**config.mk**
```make
export PLATFORM = sky130hd
export DESIGN_NAME = led_fade_pwm_flat
export DESIGN_NICKNAME = d
export VERILOG_FILES = /design/src/rtl/led_pkg.sv /design/src/rtl/led_fade_pwm_if.sv /design/src/rtl/led_fade_channel.sv /design/src/rtl/led_fade_pwm.sv /design/src/flat_wrapper.sv
export SDC_FILE = /design/constraint.sdc
export NUM_CORES = 1
export LEC_CHECK = 0
export ABC_AREA = 1
export ABC_CLOCK_PERIOD_IN_PS = 3000
export BUFFER_PORTS_ARGS = -buffer_cell sky130_fd_sc_hd__buf_4
export CORE_ASPECT_RATIO = 1.25
export CORE_MARGIN = 2
export CORE_UTILIZATION = 43
export DETAILED_ROUTE_END_ITERATION = 7
export PLACE_DENSITY = 0.58
export SYNTH_ARGS = -nofsm -noshare
export SYNTH_HDL_FRONTEND = slang
export SYNTH_HIERARCHICAL = 1
export SYNTH_SLANG_ARGS = --single-unit
```
**constraint.sdc**
```tcl
create_clock -name clk -period 3 [get_ports clk]
set_input_delay 0.45 -clock clk [delete_from_list [all_inputs] [get_ports clk]]
set_output_delay 0.45 -clock clk [all_outputs]
set_load 0.02 [all_outputs]
```
**src/rtl/led_pkg.sv**
```systemverilog
// Shared types and default sizing for the LED fade/PWM driver.
package led_pkg;

    typedef enum logic [1:0] {
        FS_OFF     = 2'd0,
        FS_RISING  = 2'd1,
        FS_ON      = 2'd2,
        FS_FALLING = 2'd3
    } fade_state_t;

    localparam int LED_N_DEF    = 5;
    localparam int LEVEL_W_DEF  = 4;
    localparam int FADE_DIV_DEF = 16;

    // Prescaler counter width; a divide-by-one prescaler still needs one bit.
    function automatic int step_w(input int div);
        return (div > 1) ? $clog2(div) : 1;
    endfunction

endpackage

```
**src/rtl/led_fade_pwm_if.sv**
```systemverilog
// Pattern/control inputs and LED drive outputs of the fade driver.
interface led_fade_pwm_if
    import led_pkg::*;
#(
    parameter int N_LEDS = LED_N_DEF
);
    logic [N_LEDS-1:0] pattern_in;
    logic              fade_en;
    logic [N_LEDS-1:0] led_out;
    logic              busy;

    modport master (
        output pattern_in,
        output fade_en,
        input  led_out,
        input  busy
    );

    modport slave (
        input  pattern_in,
        input  fade_en,
        output led_out,
        output busy
    );
endinterface

```
**src/rtl/led_fade_channel.sv**
```systemverilog
// One LED fade channel: ramp FSM, saturating brightness level and PWM compare.
module led_fade_channel
    import led_pkg::*;
#(
    parameter int LEVEL_W = LEVEL_W_DEF
) (
    input  logic               clk,
    input  logic               rst,
    input  logic               target,
    input  logic               fade_en,
    input  logic               step_stb,
    input  logic [LEVEL_W-1:0] pwm_cnt,
    output logic               led,
    output logic               ramping
);

    localparam logic [LEVEL_W-1:0] MAX_LEVEL = {LEVEL_W{1'b1}};
    localparam logic [LEVEL_W-1:0] ZERO_LVL  = {LEVEL_W{1'b0}};
    localparam logic [LEVEL_W-1:0] ONE_LVL   = LEVEL_W'(1);

    fade_state_t        state_r;
    fade_state_t        state_s;
    logic [LEVEL_W-1:0] level_r;
    logic [LEVEL_W-1:0] level_s;
    logic               led_r;

    // Next brightness level: snap when fading is off, else one saturating step per strobe
    always_comb begin
        level_s = level_r;
        if (!fade_en) begin
            level_s = target ? MAX_LEVEL : ZERO_LVL;
        end else if (step_stb && target && (level_r != MAX_LEVEL)) begin
            level_s = level_r + ONE_LVL;
        end else if (step_stb && !target && (level_r != ZERO_LVL)) begin
            level_s = level_r - ONE_LVL;
        end else begin
            level_s = level_r;
        end
    end

    // Next ramp state; settling is judged on the level being written this cycle
    always_comb begin
        state_s = state_r;
        if (!fade_en) begin
            state_s = target ? FS_ON : FS_OFF;
        end else begin
            case (state_r)
                FS_OFF: begin
                    if (target) begin
                        state_s = (level_s == MAX_LEVEL) ? FS_ON : FS_RISING;
                    end else begin
                        state_s = FS_OFF;
                    end
                end
                FS_ON: begin
                    if (target) begin
                        state_s = FS_ON;
                    end else begin
                        state_s = (level_s == ZERO_LVL) ? FS_OFF : FS_FALLING;
                    end
                end
                FS_RISING, FS_FALLING: begin
                    if (target) begin
                        state_s = (level_s == MAX_LEVEL) ? FS_ON : FS_RISING;
                    end else begin
                        state_s = (level_s == ZERO_LVL) ? FS_OFF : FS_FALLING;
                    end
                end
                default: begin
                    state_s = FS_OFF;
                end
            endcase
        end
    end

    // State, level and registered PWM drive
    always_ff @(posedge clk or posedge rst) begin
        if (rst) begin
            state_r <= FS_OFF;
            level_r <= ZERO_LVL;
            led_r   <= 1'b0;
        end else begin
            state_r <= state_s;
            level_r <= level_s;
            led_r   <= (level_r > pwm_cnt);
        end
    end

    assign led     = led_r;
    assign ramping = (state_s == FS_RISING) || (state_s == FS_FALLING);

endmodule

```
**src/rtl/led_fade_pwm.sv**
```systemverilog
// LED fade driver: pattern capture, shared PWM counter and fade prescaler, per-LED channels.
module led_fade_pwm
    import led_pkg::*;
#(
    parameter int N_LEDS   = LED_N_DEF,
    parameter int LEVEL_W  = LEVEL_W_DEF,
    parameter int FADE_DIV = FADE_DIV_DEF
) (
    input  logic           clk,
    input  logic           rst,
    led_fade_pwm_if.slave  bus
);

    localparam int                 STEP_W    = step_w(FADE_DIV);
    localparam logic [STEP_W-1:0]  STEP_LAST = STEP_W'(FADE_DIV - 1);
    localparam logic [STEP_W-1:0]  STEP_ONE  = STEP_W'(1);
    localparam logic [LEVEL_W-1:0] PWM_LAST  = {LEVEL_W{1'b1}} - LEVEL_W'(1);
    localparam logic [LEVEL_W-1:0] PWM_ONE   = LEVEL_W'(1);

    logic [N_LEDS-1:0]  pattern_r;
    logic [LEVEL_W-1:0] pwm_cnt_r;
    logic [STEP_W-1:0]  step_cnt_r;
    logic               busy_r;
    logic               step_stb_s;
    logic [N_LEDS-1:0]  led_s;
    logic [N_LEDS-1:0]  ramping_s;

    assign step_stb_s = (step_cnt_r == STEP_LAST);

    // Pattern capture, PWM period counter (MAX_LEVEL clocks) and fade prescaler
    always_ff @(posedge clk or posedge rst) begin
        if (rst) begin
            pattern_r  <= {N_LEDS{1'b0}};
            pwm_cnt_r  <= {LEVEL_W{1'b0}};
            step_cnt_r <= {STEP_W{1'b0}};
            busy_r     <= 1'b0;
        end else begin
            pattern_r  <= bus.pattern_in;
            pwm_cnt_r  <= (pwm_cnt_r == PWM_LAST) ? {LEVEL_W{1'b0}} : (pwm_cnt_r + PWM_ONE);
            step_cnt_r <= step_stb_s ? {STEP_W{1'b0}} : (step_cnt_r + STEP_ONE);
            busy_r     <= |ramping_s;
        end
    end

    for (genvar i = 0; i < N_LEDS; i++) begin : g_ch
        led_fade_channel #(
            .LEVEL_W (LEVEL_W)
        ) u_ch (
            .clk      (clk),
            .rst      (rst),
            .target   (pattern_r[i]),
            .fade_en  (bus.fade_en),
            .step_stb (step_stb_s),
            .pwm_cnt  (pwm_cnt_r),
            .led      (led_s[i]),
            .ramping  (ramping_s[i])
        );
    end

    assign bus.led_out = led_s;
    assign bus.busy    = busy_r;

endmodule

```
**src/flat_wrapper.sv**
```systemverilog
// flat-port wrapper written by rule: the top's interface ports become plain ports
module led_fade_pwm_flat import led_pkg::*;
#(
    parameter int N_LEDS   = LED_N_DEF,
    parameter int LEVEL_W  = LEVEL_W_DEF,
    parameter int FADE_DIV = FADE_DIV_DEF
)
  (clk, rst, bus_pattern_in, bus_fade_en, bus_led_out, bus_busy);
  led_fade_pwm_if #(.N_LEDS(N_LEDS)) bus_i ();
  input  logic clk;
  input  logic rst;
  input wire logic [$bits(bus_i.pattern_in)-1:0] bus_pattern_in;
  input wire logic [$bits(bus_i.fade_en)-1:0] bus_fade_en;
  output wire logic [$bits(bus_i.led_out)-1:0] bus_led_out;
  output wire logic [$bits(bus_i.busy)-1:0] bus_busy;
  assign bus_i.pattern_in = bus_pattern_in;
  assign bus_i.fade_en = bus_fade_en;
  assign bus_led_out = bus_i.led_out;
  assign bus_busy = bus_i.busy;
  led_fade_pwm #(.N_LEDS(N_LEDS), .LEVEL_W(LEVEL_W), .FADE_DIV(FADE_DIV)) u_core (.clk(clk), .rst(rst), .bus(bus_i));
endmodule
```
Word-level counts from Yosys, hierarchy flattened:

Cells that the tools add are included.
W data, S select, Z words.

* register bits: 49
* bits in latches: 0
* bits in writable memories: 0
* bits in read-only memories: 0
* bits of input ports: 8
* word-level logic and storage cells: 186
* memories kept: 0

* $add $sub $neg: 12
* multipliers: 0
* divide/modulo/power cells: 0
* magnitude comparators: 5
* equality and inequality tests: 37
* shifts and indexed selects: 0
* muxes and demuxes: 62
* bitwise logic cells: 0
* reductions and logical operators: 51

Operators by type and width (count)
* $mux W4: 22
* $mux W2: 35
* $eq A2 B2 Y1 const B: 15
* $pmux W2 S3: 5
* $add A4 B1 Y4 const B: 7
* $eq A4 B4 Y1 const B: 7
* $eq A2 B1 Y1 const B: 10
* $gt A4 B4 Y1: 5
* $logic_and A1 B1 Y1: 20
* $logic_not A4 Y1: 5
* $ne A4 B4 Y1 const B: 5
* $reduce_bool A4 Y1: 5
* $sub A4 B1 Y4 const B: 5
* $logic_not A2 Y1: 5
* $reduce_or A2 Y1: 5
* $logic_not A1 Y1: 5
* $logic_or A1 B1 Y1: 5
* $reduce_or A5 Y1: 1

Longest topological paths before layout:

Gate-level depths: netlist (run 1).

* depth after elaboration: 14
* mapped depth: 18
* depth with buffers taken out: 18

Hierarchy:

Netlist (run 1), hierarchy kept.

Modules (own cells, without submodules)
* led_fade_channel at u_core.g_ch[0].u_ch ...: instances 4, cells an instance 90, area an instance 628.1 µm²
* led_fade_channel at u_core.g_ch[3].u_ch: instances 1, cells an instance 100, area an instance 683.2 µm²
* led_fade_pwm: instances 1, cells an instance 46, area an instance 509.2 µm²

Least setup slack after synthesis (run 1):

No wires, ideal clock.

* path type: register to register
* start: register u_core.step_cnt_r[0]
* end: register u_core.busy_r (netlist: u_core/bus.busy)
* setup time: 0.124 ns
* arrival time: 1.990 ns
* data required time: 2.876 ns
* path slack: 0.886 ns
* stages on the path, launching flop included: 17
* period minus slack after synthesis: 2.114 ns
* cell sequence: dfrtp_1 > ha_1 > nand3_1 > inv_1 > inv_1 > nor2_1 > nand3_1 > nand2_2 > nand3_1 > nand2_1 > nor2_1 > nor2_2 > nand2_1 > a21oi_1 > a21oi_1 > nor3_1 > nand2_1

* longest elaborated chain between the ends: 14

RTL lines
* start: declaration: RTL line led_fade_pwm.sv:22 `logic [STEP_W-1:0] step_cnt_r;`
* start signal: assignment: RTL line led_fade_pwm.sv:35 `step_cnt_r <= {STEP_W{1'b0}};`
* start signal: assignment: RTL line led_fade_pwm.sv:40 `step_cnt_r <= step_stb_s ? {STEP_W{1'b0}} : (step_cnt_r + STEP_ONE);`
* $eq A4 B4 Y1 (*): RTL line led_fade_pwm.sv:28 `assign step_stb_s = (step_cnt_r == STEP_LAST);`
* named net u_core.step_stb_s: RTL line led_fade_pwm.sv:24 `logic step_stb_s;`
* $logic_and A1 B1 Y1 (2 in a row): RTL line led_fade_channel.sv:34 `end else if (step_stb && !target && (level_r != ZERO_LVL)) begin`
* $mux W4: RTL line led_fade_channel.sv:34
* $mux W4 (*): RTL line led_fade_channel.sv:32 `end else if (step_stb && target && (level_r != MAX_LEVEL)) begin`
* $mux W4 (*): RTL line led_fade_channel.sv:30 `if (!fade_en) begin`
* $eq A4 B4 Y1 or $logic_not A4 Y1 (tied branches)
* $mux W2, on equally long branches
* $mux W2, on equally long branches: RTL line led_fade_channel.sv:63, led_fade_channel.sv:56, led_fade_channel.sv:49
* $pmux W2 S3 (*): RTL line led_fade_channel.sv:47 `case (state_r)`
* $mux W2 (*): RTL line led_fade_channel.sv:44 `if (!fade_en) begin`
* $eq A2 B1 Y1 or $eq A2 B2 Y1 (tied branches): RTL line led_fade_channel.sv:90 `assign ramping = (state_s == FS_RISING) || (state_s == FS_FALLING);`
* $logic_or A1 B1 Y1 (*): RTL line led_fade_channel.sv:90
* named net u_core.ramping_s[2]: RTL line led_fade_pwm.sv:26 `logic [N_LEDS-1:0] ramping_s;`
* $reduce_or A5 Y1 (*): RTL line led_fade_pwm.sv:41 `busy_r <= |ramping_s;`
* end signal: assignment: RTL line led_fade_pwm.sv:41
* end: declaration: RTL line led_fade_pwm.sv:23 `logic busy_r;`

Mark *: on every way through the listed nets, which the timed path passes. The rest lies on a longest branch.

Worst setup path after layout (run 1):

Ends and elaborated chain as after synthesis.

==> flow_summary.yaml, run 1 <==
outcome:
  status: "complete, no violations"
layout:
  final_cell_mix: "nand2_1, inv_1, nand3_1, dfrtp_1, nor2_1"
  nFillCells: 852
  final_common_cell: "nand2_1"
  multi_input_area_um2: 2087
  layout.area.seq_um2: 1226
  nets: 564
  syn_to_final_growth_pct: 8.747
  diodes: 0
  layout-drive-gt1-share: 0.1920
floorplanning:
  start_util: 0.4471
  core_area_um2: 8287
  rows: 37
  boundaryPins: 14
  dieArea_um2: 9379
  die_height_um: 107.8
  die_w_um: 87.02
clock_tree:
  postCtsSetupBuffers: 0
  clk_pin_slew_ns: 0.09
  clk-insertion-delay-late_ns: 0.31
  htree_levels: 2
  cts_buffers: 5
  ctsHoldBuffers: 0
  root_buffer: "clkbuf_8"
  clockBufferDepth: 2
  cts_resized: 0
  clock-sinks: 49
  cts_tree: "done"
synthesis:
  syn_nets: 545
  yosys_warnings: 6
  synth-edff-count: 0
  ys_types: 27
  synth.cell_area_um2: 3705
  avgSynthCellArea_um2: 7.322
  ys_dominant_reg_cell: "dfrtp_1"
  ys_ff_latch: 49
  synth_cells: 506
  yosysSeqAreaShare: 0.3310
  synthArstFlopShare: 1.000
drt:
  wl_um: 7751
  drt_iter0_markers: 166
  vias: 3132
  viasPerCell: 5.027
  detailedRoute.firstPassIterationCount: 4
  ant_nets: 0
  drc_errors: 0
  routedWlPerCell_um: 12.44
sta:
  skew_ns: 0.008879
  rsz0062_at_grt: "false"
  fmax_ghz: 0.3959
  relSlewSlack: 0.5930
  maxSlewViolCount: 0
  fin_tns_setup_ns: 0
  period_share: 0.8420
  setup_viol: 0
  worstMarginPinSlew_ns: 0.6099
  layout_min_cycle_time_ns: 2.526
  hold_viol: 0
placement:
  gp_congestion: 0.8397
  portBuffers: 13
  hpwl_um: 6020
setup_path:
  startpoint: "u_core/step_cnt_r[0]$_DFF_PP0_"
  crit_arrival_ns: 2.72
  timing_worst_setup_path_type: "flop to flop"
  r2r_slack_ns: 0.47
  r2r_start: "u_core/step_cnt_r[0]$_DFF_PP0_"
  crit_fanout: 10
  cp_data_required_time_ns: 3.20
  worstSetupEndpointType: "flop"
  start_kind: "flop"
global_routing:
  grt_remaining_overflow: 0
  grt_antenna_before_repair: 0
  grt_max_degree: 26
  grt_pass1_vias: 3149
  grt_use_total: 0.1898
  grt_first_pass_wirelength_um: 14060
pwr:
  power_mw: 1.832
  peakVddDrop_v: 0.0002661
  leakage_nw: 2.125
  power_density_nw_per_um2: 454.8
flow_run:
  maxCapViolations: 0
hold_path:
  hp-class: "input pin to asynchronous set/reset pin"
==> final timing paths <==
kind,cells after the start,end
worst max-delay path,14,u_core/bus.busy$_DFF_PP0_
worst min-delay path,2,u_core/g_ch[3].u_ch/state_r[1]$_DFF_PP0_
worst max register to register,14,u_core/bus.busy$_DFF_PP0_
worst min register to register,1,u_core/step_cnt_r[1]$_DFF_PP0_
max in group asynchronous,2,u_core/step_cnt_r[0]$_DFF_PP0_
min in group clk,1,u_core/pattern_r[3]$_DFF_PP0_
==> report_power, final <==
group | switching [mW] | internal, mW
clock | 0.229 | 0.272
combinational | 0.296 | 0.179
sequential | 0.0912 | 0.764
total | 0.616 | 1.22
==> layout make-up <==
cell class | count | area share
Inverter | 101 | 0.09441
Timing Repair Buffer | 13 | 0.02422
Clock inverter | 1 | 0.007453
Tap cell | 97 | 0.03012
Multi-Input combinational cell | 355 | 0.5180
Clock buffer | 7 | 0.02143
Sequential cell | 49 | 0.3043
==> stage by stage <==
step,setup WS (ns),std cells,hold slack (ns),utilization,area (um2)
2_1_floorplan,0.8864,506,0.2534,-,3705
3_3_place_gp,0.5298,615,0.4448,0.4721,3913
3_5_place_dp,0.4952,615,0.4490,0.4721,3913
4_1_cts,0.4850,623,0.1026,0.4862,4029
5_1_grt,0.1460,623,0.1170,0.4862,4029
6_report,0.4740,623,0.1082,0.4862,4029
==> synth_stat cells, types with 2 or more instances <==
cell type | count | area [um2]
nor2_2 | 7 | 43.79
nand2_1 | 95 | 356.6
nand3b_1 | 4 | 30.03
nor3_1 | 6 | 30.03
nand2_2 | 31 | 193.9
xor2_1 | 2 | 17.52
nor2_1 | 45 | 168.9
inv_2 | 10 | 37.54
o21ai_1 | 11 | 55.05
dfrtp_1 | 49 | 1226
a21oi_1 | 23 | 115.1
o21ai_0 | 6 | 30.03
nand3_1 | 56 | 280.3
nand2_4 | 5 | 56.30
o21ai_2 | 4 | 35.03
ha_1 | 31 | 387.9
a32oi_1 | 4 | 35.03
nand3_2 | 20 | 200.2
inv_1 | 89 | 334.1
==> cells by family (layout without fill, tap and decap cells) <==
kind of cell	after synthesis	in the layout	share of synthesized area
AOI/OAI and AO/OA	51	51	0.07936
xor gates and xnor gates	2	2	0.004729
adders and majority gates	31	31	0.1047
buffers and inverters	102	122	0.1057
DFF	49	49	0.3310
and+or+nand+nor	271	271	0.3745
==> sequential cells by signal (all words and copies together) (netlist names) <==
signal / count
u_core/bus.busy: 1
u_core/g_ch.u_ch/led: 5
u_core/g_ch.u_ch/level_r: 20
u_core/g_ch.u_ch/state_r: 10
u_core/pattern_r: 5
u_core/pwm_cnt_r: 4
u_core/step_cnt_r: 4
==> critical path: stages, from the launching register on <==
cell and delay, ns:
dfrtp_1 0.39, ha_1 0.19, nand3_1 0.12, inv_1 0.28
inv_1 0.07, nor2_1 0.21, nand2_2 0.12, nand3_1 0.08
nand3_1 0.13, o21ai_1 0.21, nand3_2 0.12, a21oi_1 0.16
a21oi_1 0.10, nor3_1 0.18, nand2_1 0.07
==> routing by layer <==
layer  global-route usage  share of wire  vias to the layer above
met1               0.2234           0.44                     1438
li1                     -              -                     1639
met4              0.06920          0.017                        0
met5                    0              0                        -
met2               0.3446           0.52                       45
met3              0.02607          0.025                       10
No activity file was read; power rests on OpenSTA's default activity.
==> run 2, diff against run 1 <==
--- a/config.mk
+++ b/config.mk
@@ -5,8 +5,8 @@
 export SDC_FILE = /design/constraint.sdc
 export NUM_CORES = 1
 export LEC_CHECK = 0
-export ABC_AREA = 1
-export ABC_CLOCK_PERIOD_IN_PS = 3000
+export ABC_AREA = 0
+export ABC_CLOCK_PERIOD_IN_PS = 2350
 export BUFFER_PORTS_ARGS = -buffer_cell sky130_fd_sc_hd__buf_4
 export CORE_ASPECT_RATIO = 1.25
 export CORE_MARGIN = 2
==> constraint.sdc (replaced) <==
create_clock -name clk -period 2.35 [get_ports clk]
set_input_delay 0.3525 -clock clk [delete_from_list [all_inputs] [get_ports clk]]
set_output_delay 0.3525 -clock clk [all_outputs]
set_load 0.02 [all_outputs]
==> run 2 against run 1 <==
- the flow now finishes with violations (setup timing)
- first-iteration DRC count decreased by 21%
- die area decreased by 2.5%
- utilization increased by 6.5 points
- power increased by 30%
- setup slack got worse by 0.62 ns
- clock power increased by 28%
- critical path type unchanged
- largest cell class unchanged
==> flow_summary.yaml, run 2 <==
outcome:
  status: "finished, violations left"
  violations: "setup timing"
setup_path:
  timing_worst_setup_path_type: "flop to flop"
  crit_fanout: 13
  worstSetupEndpointType: "flop"
  crit_arrival_ns: 2.68
  r2r_cells: 11
  cp_data_required_time_ns: 2.54
  start_kind: "flop"
placement:
  dp.cells: 573
  portBuffers: 13
  hpwl_um: 6521
  gp_congestion: 0.7999
drt:
  drt_iter0_markers: 131
  drc_errors: 0
  wl_um: 8729
  detailedRoute.firstPassIterationCount: 6
  routedWlPerCell_um: 14.95
  vias: 3309
  viasPerCell: 5.666
  ant_nets: 0
layout:
  fin_cells: 584
  final_cell_mix: "buf_4, dfrtp_1, inv_1, nand2_1, o21ai_0"
  largest_reg_flops: 20
  diodes: 0
  largest_register: "u_core/g_ch.u_ch/level_r"
  nets: 525
  final_common_cell: "buf_4"
  layout-drive-gt1-share: 0.2649
  reg_top3: "u_core/g_ch.u_ch/level_r (20), u_core/g_ch.u_ch/state_r (10)"
  syn_to_final_growth_pct: 25.24
sta:
  layout_min_cycle_time_ns: 2.497
  fmax_ghz: 0.4005
  worstMarginPinSlew_ns: 0.6829
  setup_viol: 1
  relSlewSlack: 0.5442
  skew_ns: 0.008680
  period_share: 1.062
  rsz0062_at_grt: "true"
  maxSlewViolCount: 0
  hold_viol: 0
  setup_ws_ns: -0.1468
  hold_ws_ns: 0.02204
synthesis:
  syn_nets: 445
  synthTopCellsByArea: "dfrtp_1, ha_1, o21ai_0, inv_1, nand2_1"
  yosysSeqAreaShare: 0.3398
  yosys-top-cells-count: "dfrtp_1, inv_1, nand2_1"
  ys_dominant_reg_cell: "dfrtp_1"
  synth.most_common_cell: "dfrtp_1"
  synth_cells: 406
  ys_ff_latch: 49
  yosys.area.top_type: "dfrtp_1"
  synth.cell_area_um2: 3608
  synth_top_area_share: 0.3398
  avgSynthCellArea_um2: 8.888
  synthArstFlopShare: 1.000
  synth-edff-count: 0
  ys_types: 49
  yosys_warnings: 6
pwr:
  leakage_nw: 2.067
  pwr-share-comb: 0.317
  clockPowerShare: 0.268
  p_int_mw: 1.644
  power_switching_uw: 738.0
  power_density_nw_per_um2: 527.1
  swShare: 0.3098
  p_seq_frac: 0.415
  peakVddDrop_v: 0.0003505
  power_mw: 2.382
clock_tree:
  clk_pin_slew_ns: 0.09
  ctsHoldBuffers: 0
  root_buffer: "clkbuf_8"
  cts_buffers: 5
  htree_levels: 2
  clk-insertion-delay-late_ns: 0.30
  clockBufferDepth: 2
  cts_tree: "done"
  clock-sinks: 49
floorplanning:
  start_util: 0.4404
  dieArea_um2: 9145
  boundaryPins: 14
  core_area_um2: 8194
  rows: 37
  die_w_um: 85.94
  die_height_um: 106.4
flow_run:
  maxCapViolations: 0
global_routing:
  grt_pass1_vias: 3276
  grt_antenna_before_repair: 0
  grt_use_total: 0.2035
  grt_first_pass_wirelength_um: 15070
  grt_max_degree: 36
  grt_remaining_overflow: 0
hold_path:
  hp-class: "input pin to asynchronous set/reset pin"
run 2: path summary, 6_finish.rpt:
| check | startpoint | end | slack, ns |
|---|---|---|---|
| min in group clk | bus_pattern_in[2] | u_core/pattern_r[2]$_DFF_PP0_ | 0.15 |
| setup / recovery | u_core/step_cnt_r[1]$_DFF_PP0_ | u_core/bus.busy$_DFF_PP0_ | -0.15 |
| setup reg to reg | u_core/step_cnt_r[1]$_DFF_PP0_ | u_core/bus.busy$_DFF_PP0_ | -0.15 |
| hold reg to reg | u_core/step_cnt_r[0]$_DFF_PP0_ | u_core/step_cnt_r[1]$_DFF_PP0_ | 0.54 |
| max in group asynchronous | rst | u_core/step_cnt_r[1]$_DFF_PP0_ | 1.71 |
| hold / removal | rst | u_core/g_ch[1].u_ch/state_r[0]$_DFF_PP0_ | 0.02 |
run 2: cell type report:
cell class | instances | area, um2
multi-input cells | 301 | 2220
clock buffers | 6 | 82.58
well taps | 97 | 121.4
repair buffers | 87 | 673.1
clock inverters | 2 | 37.54
flip-flops and latches | 49 | 1227
fillers | 758 | 3675
inverters | 42 | 157.7
run 2: routing by layer:
layer | wire (um) | part of all wire | global-route usage
met5 | 0 | 0 | 0
met4 | 101 | 0.012 | 0.05669
met3 | 242 | 0.028 | 0.03339
met2 | 4554 | 0.52 | 0.3499
met1 | 3830 | 0.44 | 0.2616
run 2: worst max-delay path, stage by stage, from the launching register on:
cell and delay, ns:
dfrtp_1 0.37, ha_2 0.19, and3_4 0.22, buf_12 0.14, or3b_1 0.35, o22a_1 0.18, o2111ai_2 0.07, nand2_1 0.07
o311a_1 0.34, a21o_1 0.18, nor3_2 0.22, nand2_1 0.07
run 2: kinds of logic (layout without fill, tap and decap cells):
| logic type | after synthesis | after routing | synth area share |
|---|---|---|---|
| DFF | 49 | 49 | 0.3398 |
| AOI/OAI and AO/OA | 110 | 110 | 0.2091 |
| adders and majority gates | 31 | 31 | 0.1075 |
| muxes | 2 | 2 | 0.006241 |
| buffers and inverters | 56 | 137 | 0.07143 |
| xor gates and xnor gates | 1 | 1 | 0.002428 |
| and+or+nand+nor | 157 | 157 | 0.2635 |
run 2: power groups by stage:
stage | sequential (mW) | combinational (mW) | clock (mW)
2_1_floorplan | 1.03 | 0.406 | 0
3_3_place_gp | 1.00 | 0.732 | 0
3_5_place_dp | 1.00 | 0.739 | 0
4_1_cts | 0.986 | 0.744 | 0.653
5_1_grt | 1.00 | 0.843 | 0.696
6_report | 0.988 | 0.755 | 0.639
run 2: repair_timing:
action | 4_1_cts | 5_1_grt
pin swaps | 3 | 1
endpoints found under the setup margin | 2 | 7
setup buffers | 2 | 1
resized for setup | 2 | 15
run 2: metrics by stage:
| stage | setup TNS (ns) | worst slack, ns | util | cell area (um2) |
|---|---|---|---|---|
| floorplan | -0.06804 | -0.06804 | - | 3641 |
| global placement | -0.2662 | -0.2662 | 0.5254 | 4305 |
| detailed placement | -0.3386 | -0.3386 | 0.5254 | 4305 |
| CTS | -0.1291 | -0.1291 | 0.5425 | 4446 |
| global route | -0.3251 | -0.3016 | 0.5515 | 4519 |
| finish | -0.1468 | -0.1468 | 0.5515 | 4519 |
